File: config.mk
export PLATFORM = sky130hd
export DESIGN_NAME = mem_stage
export DESIGN_NICKNAME = d
export VERILOG_FILES = /design/src/rtl/mem_stage_pkg.sv /design/src/rtl/mem_stage_dmem_if.sv /design/src/rtl/mem_stage.sv
export SDC_FILE = /design/constraint.sdc
export NUM_CORES = 1
export LEC_CHECK = 0
export ABC_AREA = 1
export CAP_MARGIN = 5
export CORE_UTILIZATION = 45
export CTS_CLUSTER_SIZE = 30
export DETAILED_ROUTE_END_ITERATION = 7
export PLACE_DENSITY = 0.81
export SYNTH_ARGS = -nofsm -noshare
export SYNTH_HDL_FRONTEND = slang
export SYNTH_HIERARCHICAL = 1
export SYNTH_SLANG_ARGS = --single-unit
File: constraint.sdc
create_clock -name clk -period 4.9 [get_ports clk]
set_clock_uncertainty 0.15 [all_clocks]
set_input_delay 0.98 -clock clk [delete_from_list [all_inputs] [get_ports clk]]
set_output_delay 0.98 -clock clk [all_outputs]
set_load 0.005 [all_outputs]
File: src/rtl/mem_stage_pkg.sv
// Shared definitions for the memory stage: widths, opcodes, FSM encoding and
// the EX/MEM pipeline register bundle.
package mem_stage_pkg;

  localparam int unsigned WORD_BITWIDTH    = 32;
  localparam int unsigned REG_NUM_BITWIDTH = 5;

  localparam logic [6:0] INST_LOAD   = 7'b0000011;
  localparam logic [6:0] INST_STORE  = 7'b0100011;
  localparam logic [6:0] INST_OP     = 7'b0110011;
  localparam logic [6:0] INST_OP_IMM = 7'b0010011;

  typedef enum logic {
    MEM_IDLE   = 1'b0,
    MEM_ACCESS = 1'b1
  } mem_state_e;

  typedef struct packed {
    logic                        valid;
    logic [WORD_BITWIDTH-1:0]    alu_result;
    logic [WORD_BITWIDTH-1:0]    store_data;
    logic [REG_NUM_BITWIDTH-1:0] rd;
    logic                        reg_write;
    logic                        mem_read;
    logic                        mem_write;
    logic                        mem_to_reg;
  } ex_mem_t;

endpackage

File: src/rtl/mem_stage_dmem_if.sv
// Data-memory req/ready handshake with timeout; reports completion, fault
// and the returned load data for the MEM/WB register.
module dmem_if #(
  parameter int unsigned WORD_BITWIDTH  = 32,
  parameter int unsigned TIMEOUT_CYCLES = 16
) (
  input  logic                     clk,
  input  logic                     rst_n,
  input  logic                     op,
  input  logic                     dmem_ready,
  input  logic [WORD_BITWIDTH-1:0] dmem_rdata,
  output logic                     dmem_req,
  output logic                     done,
  output logic                     fault,
  output logic [WORD_BITWIDTH-1:0] rdata
);
  import mem_stage_pkg::*;

  localparam int unsigned CNT_W = $clog2(TIMEOUT_CYCLES + 1);

  mem_state_e       state, state_nx;
  logic [CNT_W-1:0] cnt, cnt_nx;
  logic             timeout;

  always_ff @(posedge clk or negedge rst_n) begin
    if (!rst_n) begin
      state <= MEM_IDLE;
      cnt   <= '0;
    end else begin
      state <= state_nx;
      cnt   <= cnt_nx;
    end
  end

  always_comb begin
    state_nx = state;
    cnt_nx   = cnt;
    dmem_req = (state == MEM_IDLE && op) || (state == MEM_ACCESS);
    // cnt counts unacknowledged request cycles; a late ready still wins
    timeout  = dmem_req && !dmem_ready && (cnt == CNT_W'(TIMEOUT_CYCLES));
    done     = (dmem_req && dmem_ready) || timeout;
    fault    = timeout;
    rdata    = dmem_rdata;
    if (done) begin
      state_nx = MEM_IDLE;
      cnt_nx   = '0;
    end else if (dmem_req) begin
      state_nx = MEM_ACCESS;
      cnt_nx   = cnt + 1'b1;
    end
  end

endmodule

File: src/rtl/mem_stage.sv
// MEM pipeline stage: EX/MEM register, word load/store over the data-memory
// bus, MEM/WB register, forwarding outputs and upstream stall.
module mem_stage #(
  parameter int unsigned WORD_BITWIDTH    = 32,
  parameter int unsigned REG_NUM_BITWIDTH = 5,
  parameter int unsigned TIMEOUT_CYCLES   = 16
) (
  input  logic                        clk,
  input  logic                        rst_n,
  input  logic                        ex_valid,
  input  logic [WORD_BITWIDTH-1:0]    ex_ALUresult,
  input  logic [WORD_BITWIDTH-1:0]    ex_storeData,
  input  logic [REG_NUM_BITWIDTH-1:0] ex_rd,
  input  logic                        ex_regWrite,
  input  logic                        ex_memRead,
  input  logic                        ex_memWrite,
  input  logic                        ex_memToReg,
  input  logic                        flush,
  output logic                        stall,
  output logic [WORD_BITWIDTH-1:0]    fd_ex_mem_data,
  output logic [REG_NUM_BITWIDTH-1:0] ex_mem_rd,
  output logic                        ex_mem_regWrite,
  output logic                        dmem_req,
  output logic                        dmem_we,
  output logic [WORD_BITWIDTH-1:0]    dmem_addr,
  output logic [WORD_BITWIDTH-1:0]    dmem_wdata,
  input  logic                        dmem_ready,
  input  logic [WORD_BITWIDTH-1:0]    dmem_rdata,
  output logic                        wb_valid,
  output logic [REG_NUM_BITWIDTH-1:0] wb_rd,
  output logic                        wb_regWrite,
  output logic [WORD_BITWIDTH-1:0]    fd_mem_wb_data,
  output logic                        misaligned,
  output logic                        bus_error
);
  import mem_stage_pkg::*;

  ex_mem_t                  em;
  logic                     mem_op, mis_op, aligned_op;
  logic                     done, fault;
  logic [WORD_BITWIDTH-1:0] rdata;

  always_ff @(posedge clk or negedge rst_n) begin
    if (!rst_n) begin
      em <= '0;
    end else if (!stall) begin
      em.valid      <= ex_valid & ~flush;
      em.alu_result <= ex_ALUresult;
      em.store_data <= ex_storeData;
      em.rd         <= ex_rd;
      em.reg_write  <= ex_regWrite;
      em.mem_read   <= ex_memRead;
      em.mem_write  <= ex_memWrite;
      em.mem_to_reg <= ex_memToReg;
    end
  end

  always_comb begin
    mem_op     = em.valid & (em.mem_read | em.mem_write);
    mis_op     = mem_op & (em.alu_result[1:0] != 2'b00);
    aligned_op = mem_op & ~mis_op;
  end

  dmem_if #(
    .WORD_BITWIDTH (WORD_BITWIDTH),
    .TIMEOUT_CYCLES(TIMEOUT_CYCLES)
  ) u_dmem_if (
    .clk       (clk),
    .rst_n     (rst_n),
    .op        (aligned_op),
    .dmem_ready(dmem_ready),
    .dmem_rdata(dmem_rdata),
    .dmem_req  (dmem_req),
    .done      (done),
    .fault     (fault),
    .rdata     (rdata)
  );

  always_comb begin
    stall           = dmem_req & ~dmem_ready & ~fault;
    fd_ex_mem_data  = em.alu_result;
    ex_mem_rd       = em.rd;
    ex_mem_regWrite = em.valid & em.reg_write;
    dmem_we         = em.mem_write;
    dmem_addr       = {em.alu_result[WORD_BITWIDTH-1:2], 2'b00};
    dmem_wdata      = em.store_data;
  end

  // Every unstalled edge retires the EX/MEM entry; only a valid one yields a
  // WB slot, anything else becomes a bubble with data held.
  always_ff @(posedge clk or negedge rst_n) begin
    if (!rst_n) begin
      wb_valid       <= 1'b0;
      wb_rd          <= '0;
      wb_regWrite    <= 1'b0;
      fd_mem_wb_data <= '0;
      misaligned     <= 1'b0;
      bus_error      <= 1'b0;
    end else begin
      wb_valid    <= 1'b0;
      wb_regWrite <= 1'b0;
      misaligned  <= 1'b0;
      bus_error   <= 1'b0;
      if (!stall && em.valid) begin
        wb_valid       <= 1'b1;
        wb_rd          <= em.rd;
        wb_regWrite    <= em.reg_write & ~em.mem_write & ~(mis_op | fault);
        fd_mem_wb_data <= em.mem_to_reg ? rdata : em.alu_result;
        misaligned     <= mis_op;
        bus_error      <= fault;
      end
    end
  end

  logic unused_done;
  assign unused_done = done;

endmodule
Yosys cells after proc, flatten, opt, wreduce, memory -nomap -nowiden

Index checks and enable logic that the tools add are counted.

Register bits after elaboration: 121
Input port bits: 110
Output and inout bits: 146
Word-level logic and storage cells: 56

Add/sub/neg operators: 1
Equality and inequality tests: 1
Muxes and demuxes: 9
Bitwise operators: 18
Reduce and logical (&&, ||, !) cells: 11

Operators with widths:

| operator            | count |
|---|---|
| $mux 32             | 1 |
| $mux 5              | 2 |
| $and 1x1->1         | 9 |
| $not 1->1           | 7 |
| $mux 1              | 6 |
| $add 5x1->5 const B | 1 |
| $eq 5x5->1 const B  | 1 |
| $logic_and 1x1->1   | 5 |
| $reduce_bool 2->1   | 2 |
| $logic_not 1->1     | 2 |
| $logic_or 1x1->1    | 2 |
| $or 1x1->1          | 2 |

Longest topological paths before layout

Gate-level depths: netlist of run 1.

Depth in word-level cells: 14
Depth in mapped cells: 14
Mapped depth without buffers: 11

Cells and area by module

Netlist of run 1, hierarchy kept.

By module, submodules not included:

| module    | instances | cells each | area each (um^2) | sequential area each (um^2) |
|---|---|---|---|---|
| mem_stage | 1         | 670        | 5746.8           | 2877.8 |
| dmem_if   | 1         | 85         | 643.1            | 150.1 |

Worst setup path after synthesis of run 1

Ideal clock, no wire load.

Path kind: input-to-output
Start: in dmem_ready
End: out stall
Arrival time: 1.739 ns
Data required time: 3.770 ns
Path slack: 2.031 ns
Cell stages on the path: 9
Buffers on the path: 1
Path through: inv_1 nand2_1 nor2_2 nand2_4 inv_1 nor2_2 nand2_4 inv_2 buf_2

Longest elaborated chain between the ends: 5
Elaborated cells on any way between the ends: 7
Those cells by class: bitwise: 4; reduce/logical: 3

Ends and longest elaborated chain:

| element                        | RTL line                | text |
|---|---|---|
| start: declaration             | mem_stage.sv:27         | `input logic dmem_ready,` |
| $logic_not 1->1                | mem_stage_dmem_if.sv:40 | `timeout = dmem_req && !dmem_ready && (cnt == CNT_W'(TIMEOUT_CYCLES));` |
| $logic_and 1x1->1 (2 in a row) | mem_stage_dmem_if.sv:40 |  |
| net fault                      | mem_stage.sv:40         | `logic done, fault;` |
| $not 1->1                      | mem_stage.sv:80         | `stall = dmem_req & ~dmem_ready & ~fault;` |
| $and 1x1->1                    | mem_stage.sv:80         |  |
| end: declaration               | mem_stage.sv:19         | `output logic stall,` |

The timed path passes the listed nets, and every way through them passes these cells.

Worst setup path in the final report of run 1

Same ends and word-level chain as after synthesis.

==> results, run 1 <==
- The routed design could run at a clock period as short as 3.877 ns.
- The max-slew violation total from the final report is 0.
- After detailed placement, the total cell area comes to 7941 um2.
- The top cell types in the final layout, fill and taps aside, are nand2_1, clkdlybuf4s50_1, dfrtp_1.
- The signal on the critical path passes through clkdlybuf4s50_1 > inv_1 > nand2_1 > nor2_2 > nand2_4 > inv_1 > nor2_2 > nand2_8 > inv_2 > clkdlybuf4s50_1.
- The final weighted congestion of routability-driven global placement is 0.7888.
- The floorplan step defined a die boundary enclosing 14,680 um2.
- After detailed routing, the average wire length per cell comes to 13.73 um.
- The number of distinct library cells after synthesis is 23.
- The final design area excluding fillers is 8541 um2.
- The number of antenna violations at the first check in global routing is 0.
- The core outline area is 13,880 um2.
- At the pin with the least slew margin, the transition time is 1.072 ns.
- The quantity of gates resized following cts is 0.
- The final layout contains routed wiring with a total length of 14,520 um.
- The final-layout setup total negative slack is 0 ns.
- The synthesized netlist occupies a cell area of 6390 um2.
- The required time at the worst-slack endpoint is 3.77 ns.
- The library cell contributing the largest single delay on the critical path is clkdlybuf4s50_1.
- The count of max-cap constraint violations is 0.
- Yosys mapped a number of flops with a built-in enable equal to 0.
- The sort of element at the end of the critical path is a primary output.
- The count of boundary I/O pins is 256.
- The maximum fanout count along the critical path is 4.
- The fraction of registers with async set or reset after synthesis is 1.000.
- The width of the die is 121.2 um.
- TritonCTS built the clock tree.
- Headroom to the max-slew limit came out at 0.2852.
- The total of warnings raised by yosys is 6.
- Summed over all nets, the half-perimeter wirelength after detailed placement is 9950 um.
- In this run the mean area of a mapped cell was 8.463 um2.
- Of the available clock period, the critical path in the final layout requires 0.7912.
- After global routing the overflow that remains totals 0.
- The sequential share of the synthesized area is 0.4739.
- The CTS clock-pin slew for the worst setup and hold paths is 0.05 ns.
- The peak ir drop on the vdd network is 0.2322 mV.
- Using the TritonRoute via totals, the vias-per-cell ratio works out to 4.646.
- The count of mapped cells out of synthesis is 755.
- Setup violations remaining at the end of the flow were counted as 0.
- The global-route wire length before repair is 23,380 um.
- CTS built an H-tree with a depth of 4.
- The power per cell area is 368.2 nW/um2.
- For this run, design rule violations remaining after detail routing come to 0.
- At the end of the flow, the number of nets in the layout was 976.
- The post-CTS setup buffer count is 0.
- The achievable clock frequency is 0.2579 GHz.
- The fraction of post-synthesis cell area in the top cell type by area is 0.4739.
- The number of global-route vias before repair was 4,811.
- The flow ran to the end, and the final reports show no timing, DRC or antenna violations.
- The post-route worst setup slack is 1.023 ns.
- The most used flip-flop cell after synthesis is dfrtp_1.
- Counting every sink on the clock net gives 121.
- Across all layers, the routed design uses 4,911 vias.
- For this configuration, the core starts out at a cell density of 0.4603.
- The data arrival time of the worst path is 2.75 ns.
- The static leakage is 0.004132 uW.
- Input and output buffers added on the ports amount to 253.
- Buffers inserted to repair hold after CTS numbered 0.
- The tightest min-delay check is of the flop to flop type.
- Leaving out fill and tap cells, the most frequent cell in the layout is nand2_1.
- The fraction of layout cells with a size suffix above 1 is 0.09578.
- The root buffer cell chosen for the clock tree is clkbuf_16.
- The number of clock buffers inserted by TritonCTS is 17.
- Compared with the post-synthesis result, the final layout area differs by 33.66%.
- The clock passes through at most 2 buffers.
- The biggest area consumer among synthesized cells is dfrtp_1.
- The hold slack is 0.3170 ns.
- The number of core rows is 43.
- The worst hold path was traced through 2 stages.
- The number of nets with antenna violations after detailed routing is 0.
- For the worst flop-to-flop path, the logic depth is 11.
- The hold violation count in the final report came to 0.
- The final non-filler cell total is 1,057.
- The first-iteration detailed-routing DRC count is 250.
- The worst setup path is launched from an input port.
- For this run, the total global-route usage over all layers was measured as 0.2074.
- The first TritonRoute pass finished after 4 iterations.
- The delay of the slowest cell on the worst path is 0.54 ns.
- Synthesis inferred 121 register bits.
- The worst setup timing slack at the placement stage is 1.026 ns.
- Setup repair after global routing left no endpoint under its margin.
- By area the synthesized netlist is led by dfrtp_1, nand2_1, buf_4.
- 0 antenna diodes ended up in the layout.
- The die extent in y is 121.2 um.
- The critical path is of the input port to primary output type.
- For the worst-skew pair, the clock arrives at the later sink with an insertion delay of 0.41 ns.
- Including well taps, the total number of placed cells is 1,025.
- Entering global routing, the biggest net connects 74 pins.
-- report_power, final --
| group | internal, uW | leakage [uW] | total [uW] | switching (uW) |
|---|---|---|---|---|
| Clock | 836 | 0.000294 | 1260 | 424 |
| Sequential | 1120 | 0.00146 | 1230 | 100 |
| Combinational | 381 | 0.00238 | 659 | 279 |
-- per-layer routing --
metal,global-route usage,up-vias,share of wire
met5,0,-,0
met4,0.08642,0,0.022
li1,-,2414,-
met1,0.2480,2268,0.40
met3,0.07143,29,0.088
met2,0.3393,200,0.49
-- stage by stage --
step / util / total power, uW
finish: 0.6153 / 3145
global route: 0.6153 / 3310
CTS: 0.6153 / 3182
detailed placement: 0.5721 / 1899
global placement: 0.5721 / 1885
floorplan: - / 1588
-- final timing paths --
path | slack (ns) | from | endpoint
worst max register to register | 2.33 | dmem_we | fd_mem_wb_data[9]
worst min-delay path | 0.32 | dmem_wdata[16] | dmem_wdata[16]
max in group asynchronous | 3.33 | rst_n | dmem_wdata[12]
min in group asynchronous | 0.47 | rst_n | fd_ex_mem_data[27]
worst max-delay path | 1.02 | dmem_ready | stall
worst min register to register | 0.32 | dmem_wdata[16] | dmem_wdata[16]
-- state kept, by name, indices dropped and copies added, names as in the netlist, 4 cells and up --
name            flops
ex_mem_rd           5
fd_mem_wb_data     32
fd_ex_mem_data     32
u_dmem_if/cnt       5
wb_rd               5
dmem_wdata         32
em                  4
-- critical path: cells and delay by family --
| kind | cells | cell delay (ns) |
|---|---|---|
| buf+inv | 5 | 1.27 |
| simple gates | 5 | 0.51 |
-- cell type report --
cell class | count | area [um2]
clock inverters | 8 | 117.6
flip-flops and latches | 121 | 3030
clock buffers | 24 | 481.7
inverters | 49 | 183.9
multi-input cells | 417 | 1922
fillers | 1217 | 5340
repair buffers | 258 | 2580
well taps | 180 | 225.2
-- kinds of logic (layout without fill, tap and decap cells) --
family,after synthesis,count (layout),synth area share
AO/OA/AOI/OAI,69,69,0.07421
adder cells (fa/ha/maj),2,2,0.003916
buffers and inverters,218,339,0.2273
flip-flops,121,121,0.4739
other,1,2,0.0005869
AND/OR/NAND/NOR,344,344,0.2201
-- cell usage after synthesis (all sizes together), types with 2 or more instances --
master    n
nand2   280
buf     165
dfrtp   121
o21ai    67
inv      49
nand3    46
nor2     14
clkbuf    4
ha        2
nand4     2
nor3      2
o21bai    2
Power figures use the tool's default switching activity.
==> inputs of run 2 (changes only) <==
--- a/config.mk
+++ b/config.mk
@@ -7,10 +7,10 @@
 export LEC_CHECK = 0
 export ABC_AREA = 1
 export CAP_MARGIN = 5
-export CORE_UTILIZATION = 45
+export CORE_UTILIZATION = 44
 export CTS_CLUSTER_SIZE = 30
 export DETAILED_ROUTE_END_ITERATION = 7
-export PLACE_DENSITY = 0.81
+export PLACE_DENSITY = 0.79
 export SYNTH_ARGS = -nofsm -noshare
 export SYNTH_HDL_FRONTEND = slang
 export SYNTH_HIERARCHICAL = 1
==> constraint.sdc (replaced) <==
create_clock -name clk -period 4 [get_ports clk]
set_clock_uncertainty 0.15 [all_clocks]
set_input_delay 0.8 -clock clk [delete_from_list [all_inputs] [get_ports clk]]
set_output_delay 0.8 -clock clk [all_outputs]
set_load 0.005 [all_outputs]
==> run 2 against run 1 <==
Non-clock buffer count up 3. Core utilization down 0.56 points. Wire length up 1.0%. Register-to-register slack worse by 1.2 ns. Sequential share of layout area down 0.083 points. Critical path type unchanged. Largest cell class unchanged.
==> results, run 2 (synthesis results as in run 1) <==
- The flow ran to the end, and the final reports show no timing, DRC or antenna violations.
- The routed layout has 4,839 vias.
- The final standard cell utilization of the core is 0.6096.
- Dividing the detail-routed wire length by the instance count gives 13.83 um.
- The final-layout setup total negative slack is 0 ns.
- The max-slew violation total from the final report was 0.
- Pin placement for this block handled 256 I/O pins.
- Of the available clock period, the critical path in the final layout requires 0.8709.
- The power per cell area is 448.7 nW/um2.
- The repair_antennas step left the layout with diodes totalling 0.
- The worst reg2reg path startpoint is dmem_we.
- The path class of the tightest hold or removal check is input port to async pin.
- The critical path is of the input port to primary output type.
- The transition time at the pin with the least slew margin is 1.052 ns.
- The most critical setup path has its startpoint at dmem_ready.
- Setup repair after global routing left no endpoint under its margin.
- Post-CTS repair changed the size of 0 cells.
- The initial core utilization is 0.4550.
- At the end of routability-driven placement, the weighted congestion stood at 0.7956.
- The kind of start point of the critical path is an input port.
- The DRC violation count after routing is 0.
- The total area inside the core boundary comes to 14,040 um2.
- The capture point of the worst reg-to-reg path is fd_mem_wb_data[0].
- The total track usage is 0.2057.
- The sum of overflow across all layers after global routing is 0.
- The total of endpoints with negative setup slack in the final report is 0.
- The share of total power dissipated in sequential elements is 0.392.
- The most critical setup path has its endpoint at stall.
- Of the total power, the share spent switching nets is 0.2612.
- The final period demand of the worst path is 3.484 ns.
- The minimum setup slack among reg-to-reg paths is 1.15 ns.
- Clock-pin slew was measured on the worst setup and hold paths at 0.06 ns.
- The largest net degree at the start of global routing is 76.
- Relative to the synthesized area, the layout overhead comes to 33.97%.
- The maximum buffer depth of the clock tree is 2.
- TritonCTS built the clock tree.
- In the layout the commonest cells are nand2_1, clkdlybuf4s50_1, dfrtp_1.
- STA puts the critical path data required time at 3.05 ns.
- Detailed placement ended at an HPWL of 10,100 um.
- The clock root buffer is clkbuf_16.
- The first-iteration detailed-routing DRC count is 224.
- The hold violation count in the final report came to 0.
- The number of antenna violations at the first check in global routing is 0.
- The count of max-cap constraint violations is 0.
- The count of filler cells inserted in the layout is 1,207.
- The hold slack is 0.3154 ns.
- Dividing the detail-routed via count by the number of cells gives 4.565.
- The fraction of layout cells with a size suffix above 1 is 0.1011.
- For this run, the post-layout net count is 979.
- The number of setup buffers added after CTS is 0.
- The most frequent standard cell in the layout excluding fill and tap cells is nand2_1.
- In this run the core area contains 43 standard-cell rows.
- The die is 122.5 um tall.
- The static leakage is 0.004138 uW.
- The number of clock buffers inserted by TritonCTS is 17.
- The number of global-route vias before repair is 4,684.
- The share of total power dissipated in combinational logic is 0.209.
- The headroom to the max-slew limit is 0.2989.
- The detailed-routing iteration count for the pre-antenna-repair pass is 5.
- The peak ir drop on the vdd network is 0.2453 mV.
- The level count of the clock H-tree is 4.
- The worst reg2reg path depth is 13.
- The count of nets left with antenna violations once routing finished came out at 0.
- The global-route wire length before repair is 23,460 um.
- The achievable clock frequency is 0.2871 GHz.
- For the worst-skew pair, the clock arrives at the later sink with an insertion delay of 0.40 ns.
- Along the worst path, the maximum fanout reaches 4.
- The routed wire length is 14,660 um.
- Clock tree synthesis found a total of 121 sinks.
- The number of buffers inserted by port buffering is 253.
- The floorplan step defined a die boundary enclosing 15,010 um2.
- Overall power consumption after layout is estimated at 3841 uW.
- The internal portion of total power is 2838 uW.
- The clock power share is 0.399.
- STA puts the critical path data arrival time at 2.53 ns.
- STA classifies the critical path endpoint as a primary output.
- In this run the power spent charging and discharging nets is 1003 uW.
- In this run, post-CTS hold repair placed 0 buffers.
- The width of the die is 122.5 um.
## run 2: power by group through the flow
stage	combinational, uW	sequential (uW)	clock, uW
4_1_cts	815	1500	1570
5_1_grt	894	1530	1630
3_5_place_dp	812	1520	0
2_1_floorplan	454	1490	0
3_3_place_gp	795	1520	0
6_report	804	1500	1530
## run 2: metrics by stage
stage / std cells / setup slack, ns / cell area [um2]
after floorplan: 756 / 1.484 / 6394
final: 1060 / 0.5163 / 8561
after CTS: 1060 / 0.5130 / 8561
after global routing: 1060 / 0.4144 / 8561
after global placement: 1028 / 0.5375 / 7964
after detailed placement: 1028 / 0.5252 / 7964
## run 2: final cells by class
cell class                      instances  area (um2)  area share
Sequential cell                       121        3030      0.3540
Timing Repair Buffer                  261        2603      0.3040
Multi-Input combinational cell        417        1922      0.2245
Clock buffer                           20       446.7     0.05218
Tap cell                              180       225.2     0.02631
Inverter                               49       183.9     0.02148
Clock inverter                         12       150.1     0.01754
## run 2: worst max-delay path, cell delays in order
cell	delay [ns]
clkdlybuf4s50_1	0.53
inv_1	0.10
nand2_1	0.08
nor2_2	0.05
nand2_4	0.08
inv_1	0.07
nor2_2	0.21
nand2_8	0.07
inv_2	0.06
clkdlybuf4s50_1	0.49
## run 2: worst min path at each step
stage	slack, ns	cells after the start	end
final	0.32	1	dmem_wdata[26]
after global routing	0.34	2	fd_mem_wb_data[21]
after CTS	0.32	2	em[2]
after detailed placement	0.30	2	em[2]
after global placement	0.30	2	em[2]
after floorplan	0.29	2	em[2]
## run 2: per-layer routing
layer  part of all wire  up-vias  GRT usage
li1                   -     2420          -
met2               0.48      201     0.3353
met5                  0        -          0
met4              0.021        0    0.08841
met1               0.42     2197     0.2472
met3              0.083       21    0.06877
==> inputs of run 3 (changes only) <==
--- a/config.mk
+++ b/config.mk
@@ -7,10 +7,9 @@
 export LEC_CHECK = 0
 export ABC_AREA = 1
 export CAP_MARGIN = 5
-export CORE_UTILIZATION = 44
-export CTS_CLUSTER_SIZE = 30
+export CORE_UTILIZATION = 35
 export DETAILED_ROUTE_END_ITERATION = 7
-export PLACE_DENSITY = 0.79
+export PLACE_DENSITY = 0.65
 export SYNTH_ARGS = -nofsm -noshare
 export SYNTH_HDL_FRONTEND = slang
 export SYNTH_HIERARCHICAL = 1
==> run 3 against run 2 <==
Worst hold slack improved by 0.0011 ns. Cell area increased by 1.5%. First-iteration DRC count decreased by 6.7%. Register-to-register slack improved by 0.19 ns. Worst setup slack got worse by 0.014 ns.
==> results, run 3 (synthesis results as in run 1) <==
- The flow ran to the end, and the final reports show no timing, DRC or antenna violations.
- The number of buffers inserted by port buffering is 253.
- The area after detailed placement is 8023 um2.
- At the later pin of the worst-skew pair, clock insertion delay measures 0.41 ns.
- The area growth from synthesis to final layout is 35.93%.
- The DRC violation count after routing is 0.
- The most critical setup path has its startpoint at dmem_ready.
- The kind of start point of the critical path is an input port.
- For this run, the top clock speed supported by timing is 0.2859 GHz.
- The die is 137.1 um tall.
- Of all nets on the critical path, the largest fanout is 4.
- The worst setup path is of the input port to primary output kind.
- The number of core rows is 49.
- The root buffer cell chosen for the clock tree is clkbuf_16.
- The number of nets with antenna violations after detailed routing is 0.
- The sort of element at the end of the critical path is a primary output.
- The count of max-cap constraint violations is 0.
- The clock drives 121 sinks.
- The most frequent standard cell in the layout excluding fill and tap cells is nand2_1.
- Once layout is done, the placed cells without fillers occupy 8686 um2.
- Of the cells placed in the final design, the portion with a size suffix greater than 1 is 0.1002.
- The number of antenna violations at the first check in global routing is 0.
- The static leakage is 0.004168 uW.
- The library cells used most frequently in the layout, excluding fill and tap cells, are nand2_1, clkdlybuf4s50_1, dfrtp_1.
- The hold violation count in the final report is 0.
- Gates resized during post-CTS repair numbered 0.
- The CTS clock-pin slew for the worst setup and hold paths is 0.05 ns.
- The launch instance of the worst min-delay path is dmem_wdata[9].
- The mean number of vias per cell is 4.316.
- The transition time at the pin with the least slew margin is 1.076 ns.
- For this run the aggregate overflow at the end of global routing stands at 0.
- Wires add up to 14,990 um.
- The number of global-route vias before repair is 4,520.
- The library cell contributing the largest single delay on the critical path is clkdlybuf4s50_1.
- For this design the top-level I/O count stands at 256.
- The final clock period utilization by the worst path is 0.8745.
- The max-slew violation total from the final report was 0.
- The type of the worst min-delay path is flop to flop.
- The final period demand of the worst path is 3.498 ns.
- On the worst path, the slowest cell contributes a delay of 0.53 ns.
- In the final routed layout, each cell accounts on average for 13.54 um.
- For this design, the CTS-stage hold fixing added 0 buffers.
- The required time at the worst-slack endpoint is 3.05 ns.
- Measured along the x axis, the die boundary spans 137.1 um.
- Dividing total power by cell area gives a power density of 462.3 nW/um2.
- Setup repair after global routing left no endpoint under its margin.
- For this configuration, the core starts out at a cell density of 0.3569.
- At the end of the flow, the number of nets in the layout was 977.
- The wire-length estimate of the detail-placed layout is 10,130 um.
- In this run the tightest slew margin relative to its limit is 0.2828.
- The H-tree generated during clock tree synthesis spans 4 levels.
- The final-layout setup total negative slack is 0 ns.
- The global-route wire length before repair is 23,500 um.
- Routability-driven placement finished with a final weighted congestion of 0.7484.
- The number of clock buffers inserted by TritonCTS is 17.
- The critical path goes through clkdlybuf4s50_1 > inv_1 > nand2_1 > nor2_2 > nand2_4 > inv_1 > nor2_2 > nand2_8 > inv_2 > clkdlybuf4s50_1.
- The worst-case IR drop observed on VDD is 0.2718 mV.
- The first detailed-routing pass took 4 iterations.
- The number of setup buffers added after CTS is 0.
- The data arrival time of the worst path is 2.55 ns.
- The total track usage is 0.1639.
- Entering global routing, the biggest net connects 82 pins.
- The total of endpoints with negative setup slack in the final report is 0.
- The core outline area is 17,900 um2.
- The area of the die is 18,800 um2.
- The clock passes through at most 2 buffers.
- The antenna diode count is 0.
- The vias after detailed routing is 4,778.
- TritonCTS built the clock tree.
- The first-iteration detailed-routing DRC count is 209.
- The startpoint identified for the worst register-to-register timing path is dmem_we.
run 3: cell types whose count changed in the layout (fill, tap and decap cells not counted), sizes merged:
| cell | before | now |
|---|---|---|
| clkinv | 6 | 4 |
| buf | 9 | 7 |
| clkinvlp | 3 | 2 |
| bufinv | 3 | 5 |
| clkbuf | 20 | 21 |
run 3: critical path: cells and delay by family:
kind,cells,cell delay [ns]
buf+inv,5,1.25
simple gates,5,0.50
run 3: area by class of cell:
| class | count | area (um2) |
|---|---|---|
| sequential | 121 | 3030 |
| timing repair buffer | 259 | 2600 |
| multi-input combinational | 417 | 1922 |
| clock buffer | 21 | 470.5 |
| clock inverter | 11 | 192.7 |
| inverter | 49 | 183.9 |
| fill | 1729 | 9216 |
| tap | 229 | 286.5 |
run 3: final timing paths:
kind                       cells after the start  slack [ns]                 end
setup / recovery                              10        0.50               stall
hold / removal                                 2        0.32       dmem_wdata[9]
setup reg to reg                              11        1.34  fd_mem_wb_data[21]
hold reg to reg                                2        0.32       dmem_wdata[9]
max in group asynchronous                      2        2.56   fd_mem_wb_data[7]
min in group asynchronous                      1        0.33  fd_mem_wb_data[27]
run 3: where the power goes:
part / internal [uW] / switching [uW]
clock network: 1150 / 557
logic: 468 / 333
registers: 1380 / 126
run 3: metal layers:
| metal | GRT usage | wire (um) |
|---|---|---|
| met5 | 0 | 0 |
| met4 | 0.05556 | 192 |
| met3 | 0.06963 | 1358 |
| met2 | 0.2525 | 6866 |
| met1 | 0.2048 | 6569 |
run 3: through the flow:
step	power (uW)	util	setup slack [ns]	hold WS, ns	std cells
floorplan	1946	-	1.484	0.2867	756
global placement	2325	0.4481	0.5261	0.3011	1075
detailed placement	2336	0.4481	0.5071	0.3079	1075
CTS	4071	0.4852	0.4762	0.3209	1107
global route	4220	0.4852	0.2912	0.3376	1107
finish	4015	0.4852	0.5019	0.3166	1107
